[config.mk]
export PLATFORM = sky130hd
export DESIGN_NAME = bcd_field_editor
export DESIGN_NICKNAME = d
export VERILOG_FILES = /design/src/rtl/bcd_field_editor.sv
export SDC_FILE = /design/constraint.sdc
export NUM_CORES = 1
export LEC_CHECK = 0
export CORE_MARGIN = 1
export CORE_UTILIZATION = 49
export CTS_CLUSTER_SIZE = 40
export DETAILED_ROUTE_END_ITERATION = 10
export GPL_ROUTABILITY_DRIVEN = 0
export PLACE_DENSITY = 0.78
export SLEW_MARGIN = 20
export SYNTH_ARGS = -nofsm -noshare
export SYNTH_HDL_FRONTEND = slang
export SYNTH_SLANG_ARGS = --single-unit
[constraint.sdc]
create_clock -name clk -period 5.03 [get_ports clk]
set_clock_uncertainty 0.05 [all_clocks]
set_input_delay 1.006 -clock clk [delete_from_list [all_inputs] [get_ports clk]]
set_output_delay 1.006 -clock clk [all_outputs]
set_load 0.02 [all_outputs]
[src/rtl/bcd_field_editor.sv]
// bcd_field_editor: edits NUM_FIELDS packed 2-digit BCD fields through a shadow
// copy, with cursor, auto-repeating up/down, commit/cancel, timeout, ext load.
// Ports: clk, reset (sync, active-high), btn_enter/done/cancel/right/left/up/down
// (debounced levels), ext_load + ext_fields (live values), fields (committed),
// edit_fields (shadow), cursor, editing, commit_pulse, timeout_pulse.
module bcd_field_editor #(
    parameter int NUM_FIELDS = 6,
    parameter logic [8*NUM_FIELDS-1:0] FIELD_MIN =
        {8'h00, 8'h01, 8'h01, 8'h00, 8'h00, 8'h00},
    parameter logic [8*NUM_FIELDS-1:0] FIELD_MAX =
        {8'h99, 8'h12, 8'h31, 8'h59, 8'h59, 8'h23},
    parameter logic [8*NUM_FIELDS-1:0] RESET_VAL =
        {8'h00, 8'h01, 8'h01, 8'h00, 8'h00, 8'h00},
    parameter int REPEAT_DELAY  = 16,
    parameter int REPEAT_PERIOD = 4,
    parameter int TIMEOUT       = 1024,
    parameter int CW            = $clog2(NUM_FIELDS)
) (
    input  logic                    clk,
    input  logic                    reset,
    input  logic                    btn_enter,
    input  logic                    btn_done,
    input  logic                    btn_cancel,
    input  logic                    btn_right,
    input  logic                    btn_left,
    input  logic                    btn_up,
    input  logic                    btn_down,
    input  logic                    ext_load,
    input  logic [8*NUM_FIELDS-1:0] ext_fields,
    output logic [8*NUM_FIELDS-1:0] fields,
    output logic [8*NUM_FIELDS-1:0] edit_fields,
    output logic [CW-1:0]           cursor,
    output logic                    editing,
    output logic                    commit_pulse,
    output logic                    timeout_pulse
);

    localparam int RW = $clog2(REPEAT_DELAY + 1);
    localparam int TW = $clog2(TIMEOUT);
    localparam logic [RW-1:0] RPT_DLY = RW'(REPEAT_DELAY);
    localparam logic [RW-1:0] RPT_RLD =
        RW'(REPEAT_DELAY - REPEAT_PERIOD + 1);
    localparam logic [TW-1:0] TO_MAX  = TW'(TIMEOUT - 1);
    localparam logic [CW-1:0] CUR_MAX = CW'(NUM_FIELDS - 1);

    typedef enum logic [1:0] {
        IDLE   = 2'd0,
        EDIT   = 2'd1,
        COMMIT = 2'd2
    } state_t;

    state_t                  r_state;
    logic [8*NUM_FIELDS-1:0] r_fields;
    logic [8*NUM_FIELDS-1:0] r_edit;
    logic [CW-1:0]           r_cursor;
    logic                    r_editing;
    logic                    r_commit;
    logic                    r_timeout;
    logic [6:0]              r_hist;
    logic [RW-1:0]           r_rpt;
    logic [TW-1:0]           r_to;

    // bit order: 0 enter, 1 done, 2 cancel, 3 right, 4 left, 5 up, 6 down
    logic [6:0]      w_lvl;
    logic [6:0]      w_rise;
    logic            w_any;
    logic            w_hi;
    logic            w_one;
    logic            w_dir_edge;
    logic            w_step;
    logic [RW-1:0]   w_rpt_nxt;
    logic [CW+2:0]   w_idx;
    logic [7:0]      w_sel;
    logic [7:0]      w_min;
    logic [7:0]      w_max;
    logic [7:0]      w_new;

    function automatic logic [7:0] bcd_inc(
        input logic [7:0] v, input logic [7:0] mn, input logic [7:0] mx);
        if (v >= mx || v[7:4] > 4'd9 || v[3:0] > 4'd9) return mn;
        else if (v[3:0] == 4'd9) return v + 8'h07;
        else return v + 8'h01;
    endfunction

    function automatic logic [7:0] bcd_dec(
        input logic [7:0] v, input logic [7:0] mn, input logic [7:0] mx);
        if (v <= mn || v[7:4] > 4'd9 || v[3:0] > 4'd9) return mx;
        else if (v[3:0] == 4'd0) return v - 8'h07;
        else return v - 8'h01;
    endfunction

    assign w_lvl = {btn_down, btn_up, btn_left, btn_right,
                    btn_cancel, btn_done, btn_enter};
    assign w_rise = w_lvl & ~r_hist;
    assign w_any  = |w_lvl;
    assign w_hi   = |w_rise[4:1];
    assign w_one  = btn_up ^ btn_down;
    assign w_dir_edge = (btn_up & w_rise[5]) | (btn_down & w_rise[6]);

    assign w_idx = {r_cursor, 3'b000};
    assign w_sel = r_edit[w_idx +: 8];
    assign w_min = FIELD_MIN[w_idx +: 8];
    assign w_max = FIELD_MAX[w_idx +: 8];
    assign w_new = btn_up ? bcd_inc(w_sel, w_min, w_max)
                          : bcd_dec(w_sel, w_min, w_max);

    // Repeat counter only starts on a fresh edge, so a button held
    // through reset (no edge seen) never steps.
    always_comb begin
        w_step    = 1'b0;
        w_rpt_nxt = r_rpt;
        if (!w_one) begin
            w_rpt_nxt = '0;
        end else if (w_dir_edge) begin
            w_step    = 1'b1;
            w_rpt_nxt = RW'(1);
        end else if (r_rpt == '0) begin
            w_rpt_nxt = '0;
        end else if (r_rpt == RPT_DLY) begin
            w_step    = 1'b1;
            w_rpt_nxt = RPT_RLD;
        end else begin
            w_rpt_nxt = r_rpt + RW'(1);
        end
    end

    always_ff @(posedge clk) begin
        if (reset) begin
            r_state   <= IDLE;
            r_fields  <= RESET_VAL;
            r_edit    <= RESET_VAL;
            r_cursor  <= '0;
            r_editing <= 1'b0;
            r_commit  <= 1'b0;
            r_timeout <= 1'b0;
            r_hist    <= '1;
            r_rpt     <= '0;
            r_to      <= '0;
        end else begin
            r_hist    <= w_lvl;
            r_commit  <= 1'b0;
            r_timeout <= 1'b0;
            r_rpt     <= '0;
            r_to      <= '0;
            unique case (r_state)
                IDLE: begin
                    if (ext_load) r_fields <= ext_fields;
                    if (w_rise[0]) begin
                        r_edit    <= r_fields;
                        r_cursor  <= '0;
                        r_editing <= 1'b1;
                        r_state   <= EDIT;
                    end
                end
                EDIT: begin
                    if (ext_load) r_fields <= ext_fields;
                    r_rpt <= w_rpt_nxt;
                    if (w_any) r_to <= '0;
                    else if (r_to != TO_MAX) r_to <= r_to + TW'(1);
                    if (!w_any && r_to == TO_MAX) begin
                        r_timeout <= 1'b1;
                        r_editing <= 1'b0;
                        r_state   <= IDLE;
                    end else if (w_rise[1]) begin
                        r_editing <= 1'b0;
                        r_state   <= COMMIT;
                    end else if (w_rise[2]) begin
                        r_editing <= 1'b0;
                        r_state   <= IDLE;
                    end else if (w_rise[3]) begin
                        r_cursor <= (r_cursor == CUR_MAX) ?
                                    '0 : r_cursor + CW'(1);
                    end else if (w_rise[4]) begin
                        r_cursor <= (r_cursor == '0) ?
                                    CUR_MAX : r_cursor - CW'(1);
                    end else if (w_step && !w_hi) begin
                        r_edit[w_idx +: 8] <= w_new;
                    end
                end
                COMMIT: begin
                    r_fields <= r_edit;
                    r_commit <= 1'b1;
                    r_state  <= IDLE;
                end
                default: begin
                    r_editing <= 1'b0;
                    r_state   <= IDLE;
                end
            endcase
        end
    end

    assign fields        = r_fields;
    assign edit_fields   = r_edit;
    assign cursor        = r_cursor;
    assign editing       = r_editing;
    assign commit_pulse  = r_commit;
    assign timeout_pulse = r_timeout;

endmodule

==> impl_metrics.sql, run 1 <==
INSERT INTO impl_metrics (metric_group, metric, value, unit) VALUES
('logic_synthesis', 'number_of_flops_mapped_to_enable_cells_by_yosys', '0', ''),
('grt', 'track_usage', '0.323', ''),
('pwr', 'pwr-share-comb', '0.202', ''),
('pwr', 'power.clock.fraction', '0.438', ''),
('final_layout', 'design_area', '9480', 'um2'),
('final_layout', 'post_layout_nonfiller_instances', '1211', ''),
('die', 'core.rowCount', '43', ''),
('logic_synthesis', 'synth.cell_area', '7130', 'um2'),
('worst_setup_path', 'crit_required', '5.25', 'ns'),
('clocking', 'clk_root_buffer_cell', 'sky130_fd_sc_hd__clkbuf_16', ''),
('logic_synthesis', 'post_synth_inst_count', '883', ''),
('sta', 'timing_hold_violations_final', '0', ''),
('grt', 'grt_remaining_overflow', '0', ''),
('logic_synthesis', 'synth_ff_type', 'sky130_fd_sc_hd__dfxtp_1', ''),
('pwr', 'p_leak', '0.00354', 'uW'),
('drt', 'drt-pass1-iter-count', '5', ''),
('sta', 'timing.final.max_slew_violations', '0', ''),
('grt', 'global_route.usage.met1', '0.437', ''),
('worst_setup_path', 'timing_worst_setup_path_type', 'flop to flop', ''),
('worst_setup_path', 'biggest_fanout_along_the_worst_timing_path', '22', ''),
('pwr', 'switching_power', '885', 'uW'),
('final_layout', 'postLayoutCoreUtil', '0.675', ''),
('job', 'timing.max_cap.violations', '0', ''),
('final_layout', 'nFillCells', '1145', ''),
('sta', 'setup_violations', '0', ''),
('drt', 'wirelength', '23600', 'um'),
('logic_synthesis', 'synth.lib_cells_used.distinct', '73', ''),
('clocking', 'number_of_buffers_created_by_cts', '17', ''),
('drt', 'detail_route.drc_violations', '0', ''),
('logic_synthesis', 'synthesis.nets', '966', ''),
('die', 'dieArea', '15000', 'um2'),
('grt', 'grt.met2_usage', '0.493', ''),
('sta', 'maxClockFrequency', '219', 'MHz'),
('sta', 'worst_pin_slew', '1.13', 'ns'),
('final_layout', 'finish.net_count', '1101', ''),
('logic_synthesis', 'ys_ff_latch', '126', ''),
('clocking', 'cts-hold-fix-buffers', '0', ''),
('worst_setup_path', 'setup.worst_path.end_class', 'flop', ''),
('grt', 'first_global_vias', '6845', ''),
('grt', 'global_route_wire_length_before_repair', '37000', 'um'),
('sta', 'slew-limit-headroom', '0.248', ''),
('sta', 'grt_setup_unrepaired', 'false', ''),
('die', 'die_w', '123', 'um'),
('logic_synthesis', 'post-synth-top-area-cell', 'sky130_fd_sc_hd__dfxtp_1', ''),
('clocking', 'cts.clk_slew.worst_paths', '0.05', 'ns'),
('final_layout', 'mostFrequentLayoutCell', 'sky130_fd_sc_hd__clkdlybuf4s50_1', ''),
('clocking', 'clock_network_latency_to_the_later_pin_of_the_worst_skew_pair', '0.43', 'ns'),
('clocking', 'tritoncts', 'yes', ''),
('final_layout', 'final_cell_mix', 'sky130_fd_sc_hd__clkdlybuf4s50_1 (158), sky130_fd_sc_hd__nor2_1 (142), sky130_fd_sc_hd__dfxtp_1 (126)', ''),
('logic_synthesis', 'synthesis.area_per_instance', '8.07', 'um2'),
('place', 'postPlaceCellArea', '8830', 'um2'),
('drt', 'detail-route-antenna-nets', '0', ''),
('drt', 'iteration_0_drc_markers', '772', ''),
('hold_path', 'hold_crit_path_type', 'flop to flop', ''),
('outcome', 'status', 'finished clean', ''),
('pwr', 'pwr-share-seq', '0.360', ''),
('place', 'number_of_buffers_added_on_ports', '159', ''),
('pwr', 'cell_internal_pwr', '2250', 'uW'),
('pwr', 'report.power.total', '3130', 'uW'),
('die', 'starting_density_of_the_core', '0.508', ''),
('logic_synthesis', 'post_synth_main_area_contributors', 'sky130_fd_sc_hd__dfxtp_1 (35%), sky130_fd_sc_hd__nor2_1 (7.5%), sky130_fd_sc_hd__nand2_1 (6.2%), sky130_fd_sc_hd__a311oi_1 (5.7%), sky130_fd_sc_hd__ha_1 (4.2%)', ''),
('place', 'post-dp-hpwl', '16800', 'um'),
('drt', 'routed_wire_length_per_instance', '19.5', 'um'),
('sta', 'min_period', '4.56', 'ns'),
('logic_synthesis', 'sequential_area_share_after_synthesis', '0.354', ''),
('logic_synthesis', 'yosysWarningCount', '0', ''),
('grt', 'pin_count_of_the_biggest_net_entering_global_routing', '75', ''),
('sta', 'setup_total_negative_slack', '0', 'ns'),
('pwr', 'power.switching_fraction', '0.283', ''),
('clocking', 'cts_resized', '0', ''),
('final_layout', 'post_route_cells_drive_above_1_share', '0.0883', '');
[synth_stat cells (all sizes together), types with 2 or more instances]
cell type	n
nor4	4
nor2	145
a31oi	2
o22ai	9
o21ai	19
and4	4
nor3	17
nand2b	15
ha	24
o311ai	3
inv	24
nand3	18
a21oi	52
nand2	118
clkbuf	40
or2	11
and2	5
mux2i	18
or3	6
a2111oi	14
nor3b	3
and3	4
mux2	12
buf	15
a41oi	2
dfxtp	126
o21bai	11
a311oi	46
nor2b	17
a221oi	6
xor2	8
xnor2	12
o32ai	2
a211oi	36
nand4	3
o31ai	7
o22a	2
a21o	6
[metrics by stage]
step                      setup WS, ns  hold slack [ns]
after floorplan                   1.17            0.392
after global placement           0.865            0.413
after detailed placement         0.587            0.401
after CTS                        0.567            0.415
after global routing             0.170            0.455
final                            0.468            0.411
[routing by layer]
metal | routed length (um) | part of all wire
met1 | 10200 | 0.43
met2 | 10400 | 0.44
met3 | 2210 | 0.094
met4 | 766 | 0.032
met5 | 0 | 0
[layout make-up]
type / count / area (um2) / area share
clock inverters: 9 / 180 / 0.0190
clock buffers: 23 / 478 / 0.0504
inverters: 24 / 90.1 / 0.00950
well taps: 180 / 225 / 0.0237
multi-input cells: 678 / 4310 / 0.454
flip-flops and latches: 126 / 2520 / 0.266
repair buffers: 171 / 1680 / 0.177
[worst max-delay path, cell delays in order, from the launching register on]
cell and delay [ns]:
sky130_fd_sc_hd__dfxtp_1 0.86, sky130_fd_sc_hd__mux2_2 0.43, sky130_fd_sc_hd__a222oi_1 0.64, sky130_fd_sc_hd__inv_2 0.14, sky130_fd_sc_hd__ha_1 0.33, sky130_fd_sc_hd__nand2_1 0.06, sky130_fd_sc_hd__a2111oi_0 0.48, sky130_fd_sc_hd__nand4bb_1 0.48
sky130_fd_sc_hd__o32ai_2 0.17, sky130_fd_sc_hd__a31oi_2 0.59, sky130_fd_sc_hd__a2111oi_2 0.17
[worst paths after layout]
| kind | endpoint | cells past startpoint | from | slack, ns |
|---|---|---|---|---|
| worst max-delay path | edit_fields[1] | 10 | cursor[0] | 0.47 |
| worst max register to register | edit_fields[1] | 10 | cursor[0] | 0.47 |
| worst min register to register | editing | 2 | editing | 0.41 |
| worst min-delay path | editing | 2 | editing | 0.41 |
[cells by family (layout without fill, tap and decap cells)]
kind of cell / after synthesis / count (layout) / share of synthesized area
xor gates and xnor gates: 20 / 20 / 0.0246
DFF: 126 / 126 / 0.354
adders and majority gates: 25 / 25 / 0.0449
muxes: 31 / 31 / 0.0497
AOI/OAI and AO/OA: 227 / 227 / 0.245
and+or+nand+nor: 375 / 375 / 0.238
buffers and inverters: 79 / 227 / 0.0439
[state kept, by name (all words and copies together) (netlist names)]
name,flops
r_to,10
edit_fields,48
r_rpt,5
timeout_pulse,1
r_state,2
commit_pulse,1
cursor,3
editing,1
fields,48
r_hist,7
[power by group through the flow]
stage               Sequential, uW  Clock [uW]  Combinational [uW]
floorplan                     1180           0                 319
global placement              1140           0                 611
detailed placement            1140           0                 620
CTS                           1120        1380                 624
global route                  1130        1420                 675
finish                        1130        1370                 633
(Power assumes the default switching activity.)
==> run 2, diff against run 1 <==
Settings changed: GPL_TIMING_DRIVEN from default to 0.
==> impl_metrics.sql, run 2 (same netlist as run 1, synthesis figures left out) <==
INSERT INTO impl_metrics (metric_group, metric, value, unit) VALUES
('drt', 'routed_wire_length_per_instance', '20.6', 'um'),
('clocking', 'cts.clk_slew.worst_paths', '0.06', 'ns'),
('worst_setup_path', 'setup.worst_path.end_class', 'flop', ''),
('grt', 'global_route_wire_length_before_repair', '39600', 'um'),
('sta', 'worst_pin_slew', '1.09', 'ns'),
('job', 'timing.max_cap.violations', '0', ''),
('die', 'core.rowCount', '43', ''),
('clocking', 'clock_tree.buffer_depth', '2', ''),
('worst_setup_path', 'timing.rr.start', 'cursor[1]', ''),
('die', 'dieArea', '15000', 'um2'),
('outcome', 'status', 'finished clean', ''),
('hold_path', 'worst_hold_startpoint', 'editing', ''),
('clocking', 'post_cts_setup_bufs', '0', ''),
('sta', 'grt_setup_unrepaired', 'false', ''),
('clocking', 'tritoncts', 'yes', ''),
('die', 'io-pin-count', '160', ''),
('final_layout', 'area_growth', '34.0', '%'),
('sta', 'min_period', '4.67', 'ns'),
('final_layout', 'final_cell_mix', 'sky130_fd_sc_hd__clkdlybuf4s50_1 (159), sky130_fd_sc_hd__nor2_1 (142), sky130_fd_sc_hd__dfxtp_1 (125)', ''),
('die', 'fp.dieH', '123', 'um'),
('clocking', 'clk_root_buffer_cell', 'sky130_fd_sc_hd__clkbuf_16', ''),
('sta', 'slew-limit-headroom', '0.267', ''),
('final_layout', 'post_layout_nonfiller_instances', '1254', ''),
('die', 'floorplan.core_area', '14000', 'um2'),
('worst_setup_path', 'setup.reg_to_reg.worst_slack', '0.36', 'ns'),
('drt', 'drt-pass1-iter-count', '5', ''),
('grt', 'pin_count_of_the_biggest_net_entering_global_routing', '17', ''),
('clocking', 'clkSinkCount', '126', ''),
('worst_setup_path', 'crit_required', '5.26', 'ns'),
('hold_path', 'worstHoldEndpoint', 'editing', ''),
('final_layout', 'post_route_cells_drive_above_1_share', '0.0810', ''),
('drt', 'detail_route.drc_violations', '0', ''),
('clocking', 'ctsHtreeMaxLevel', '4', ''),
('worst_setup_path', 'worstRegToRegCells', '15', ''),
('sta', 'setup_violations', '0', ''),
('die', 'die_w', '123', 'um'),
('die', 'starting_density_of_the_core', '0.508', ''),
('drt', 'vias', '7681', ''),
('worst_setup_path', 'biggest_fanout_along_the_worst_timing_path', '10', ''),
('grt', 'track_usage', '0.351', ''),
('worst_setup_path', 'timing_worst_setup_path_type', 'flop to flop', ''),
('pwr', 'p_leak', '0.00354', 'uW'),
('drt', 'detail-route-antenna-nets', '0', ''),
('pwr', 'worst_vdd_rail_ir_drop', '0.235', 'mV'),
('sta', 'setup_total_negative_slack', '0', 'ns'),
('hold_path', 'hold_crit_path_type', 'flop to flop', ''),
('sta', 'timing.final.max_slew_violations', '0', ''),
('drt', 'iteration_0_drc_markers', '753', ''),
('drt', 'wirelength', '25800', 'um'),
('final_layout', 'mostFrequentLayoutCell', 'sky130_fd_sc_hd__clkdlybuf4s50_1', ''),
('worst_setup_path', 'crit_path_start_kind', 'flop', ''),
('place', 'number_of_buffers_added_on_ports', '159', ''),
('pwr', 'p_per_area', '317', 'nW/um2'),
('drt', 'via_per_inst', '6.13', ''),
('worst_setup_path', 'worst_r2r_endpoint', 'edit_fields[41]', ''),
('clocking', 'number_of_buffers_created_by_cts', '17', ''),
('clocking', 'cts-hold-fix-buffers', '0', ''),
('place', 'placed_cells', '1222', ''),
('grt', 'grt_antenna_before_repair', '0', ''),
('sta', 'timing.final.crit_share', '0.928', ''),
('pwr', 'report.power.total', '3030', 'uW'),
('sta', 'timing_hold_violations_final', '0', ''),
('clocking', 'clock_network_latency_to_the_later_pin_of_the_worst_skew_pair', '0.43', 'ns'),
('final_layout', 'finish.net_count', '1144', ''),
('grt', 'grt_remaining_overflow', '0', ''),
('place', 'post-dp-hpwl', '19000', 'um'),
('sta', 'maxClockFrequency', '214', 'MHz'),
('final_layout', 'nFillCells', '1159', ''),
('sta', 'timing.hold.ws', '0.432', 'ns'),
('final_layout', 'insertedDiodeCount', '0', ''),
('worst_setup_path', 'worst-endpoint-arrival', '4.90', 'ns'),
('grt', 'first_global_vias', '7291', ''),
('hold_path', 'whs_path_depth', '2', '');
[run 2: cell types whose count changed in the layout (fill, tap and decap cells not counted), sizes merged]
cell / delta
buf: +2
inv: +3
clkdlybuf4s50: +1
clkinvlp: +3
bufinv: -3
clkbuf: +34
clkinv: +3
[run 2: metrics by stage]
| step | instance area (um2) | setup WS (ns) | utilization |
|---|---|---|---|
| after floorplan | 7130 | 1.17 | - |
| after global placement | 8940 | 0.262 | 0.637 |
| after detailed placement | 8940 | 0.295 | 0.637 |
| after CTS | 9530 | 0.276 | 0.679 |
| after global routing | 9550 | 0.138 | 0.680 |
| final | 9550 | 0.360 | 0.680 |
[run 2: cell type report]
type                            instances  area, um2  area share
Inverter                               24       90.1     0.00944
Multi-Input combinational cell        678       4310       0.451
Buffer                                 55        223      0.0233
Sequential cell                       126       2520       0.264
Timing Repair Buffer                  159       1590       0.167
Tap cell                              180        225      0.0236
Clock inverter                         15        163      0.0170
Clock buffer                           17        425      0.0446
[run 2: repair_timing]
action,4_1_cts,5_1_grt
hold endpoints to repair,0,0
setup endpoints to repair,0,5
resized for setup,0,3
[run 2: how the worst max path moves through the flow]
stage / from / to / slack [ns]
5_1_grt: cursor[1] / edit_fields[39] / 0.14
2_1_floorplan: cursor[0] / edit_fields[39] / 1.17
4_1_cts: cursor[0] / edit_fields[4] / 0.28
3_5_place_dp: cursor[0] / edit_fields[4] / 0.29
6_report: cursor[1] / edit_fields[41] / 0.36
3_3_place_gp: cursor[0] / edit_fields[4] / 0.26
[run 2: per-layer routing]
metal | up-vias | part of all wire | track usage
met2 | 494 | 0.44 | 0.544
met1 | 3562 | 0.41 | 0.451
met3 | 82 | 0.11 | 0.0897
met4 | 0 | 0.042 | 0.171
li1 | 3543 | - | -
met5 | - | 0 | 0
[run 2: worst max-delay path, stage by stage, from the launching register on]
cell                        delay (ns)
sky130_fd_sc_hd__dfxtp_1          0.49
sky130_fd_sc_hd__buf_6            0.18
sky130_fd_sc_hd__buf_4            0.19
sky130_fd_sc_hd__buf_2            0.30
sky130_fd_sc_hd__mux2i_1          0.31
sky130_fd_sc_hd__nor2_1           0.06
sky130_fd_sc_hd__a211oi_1         0.50
sky130_fd_sc_hd__inv_1            0.16
sky130_fd_sc_hd__ha_1             0.31
sky130_fd_sc_hd__nand2_1          0.05
sky130_fd_sc_hd__a2111oi_0        0.45
sky130_fd_sc_hd__nand4bb_1        0.19
sky130_fd_sc_hd__buf_2            0.25
sky130_fd_sc_hd__o32ai_2          0.12
sky130_fd_sc_hd__a31oi_2          0.73
sky130_fd_sc_hd__a211oi_1         0.17
[run 2: power breakdown]
part / switching [uW] / leakage [uW] / internal, uW
clock: 503 / 0.000279 / 736
combinational: 392 / 0.00222 / 272
sequential: 71.0 / 0.00104 / 1050
total: 966 / 0.00354 / 2060
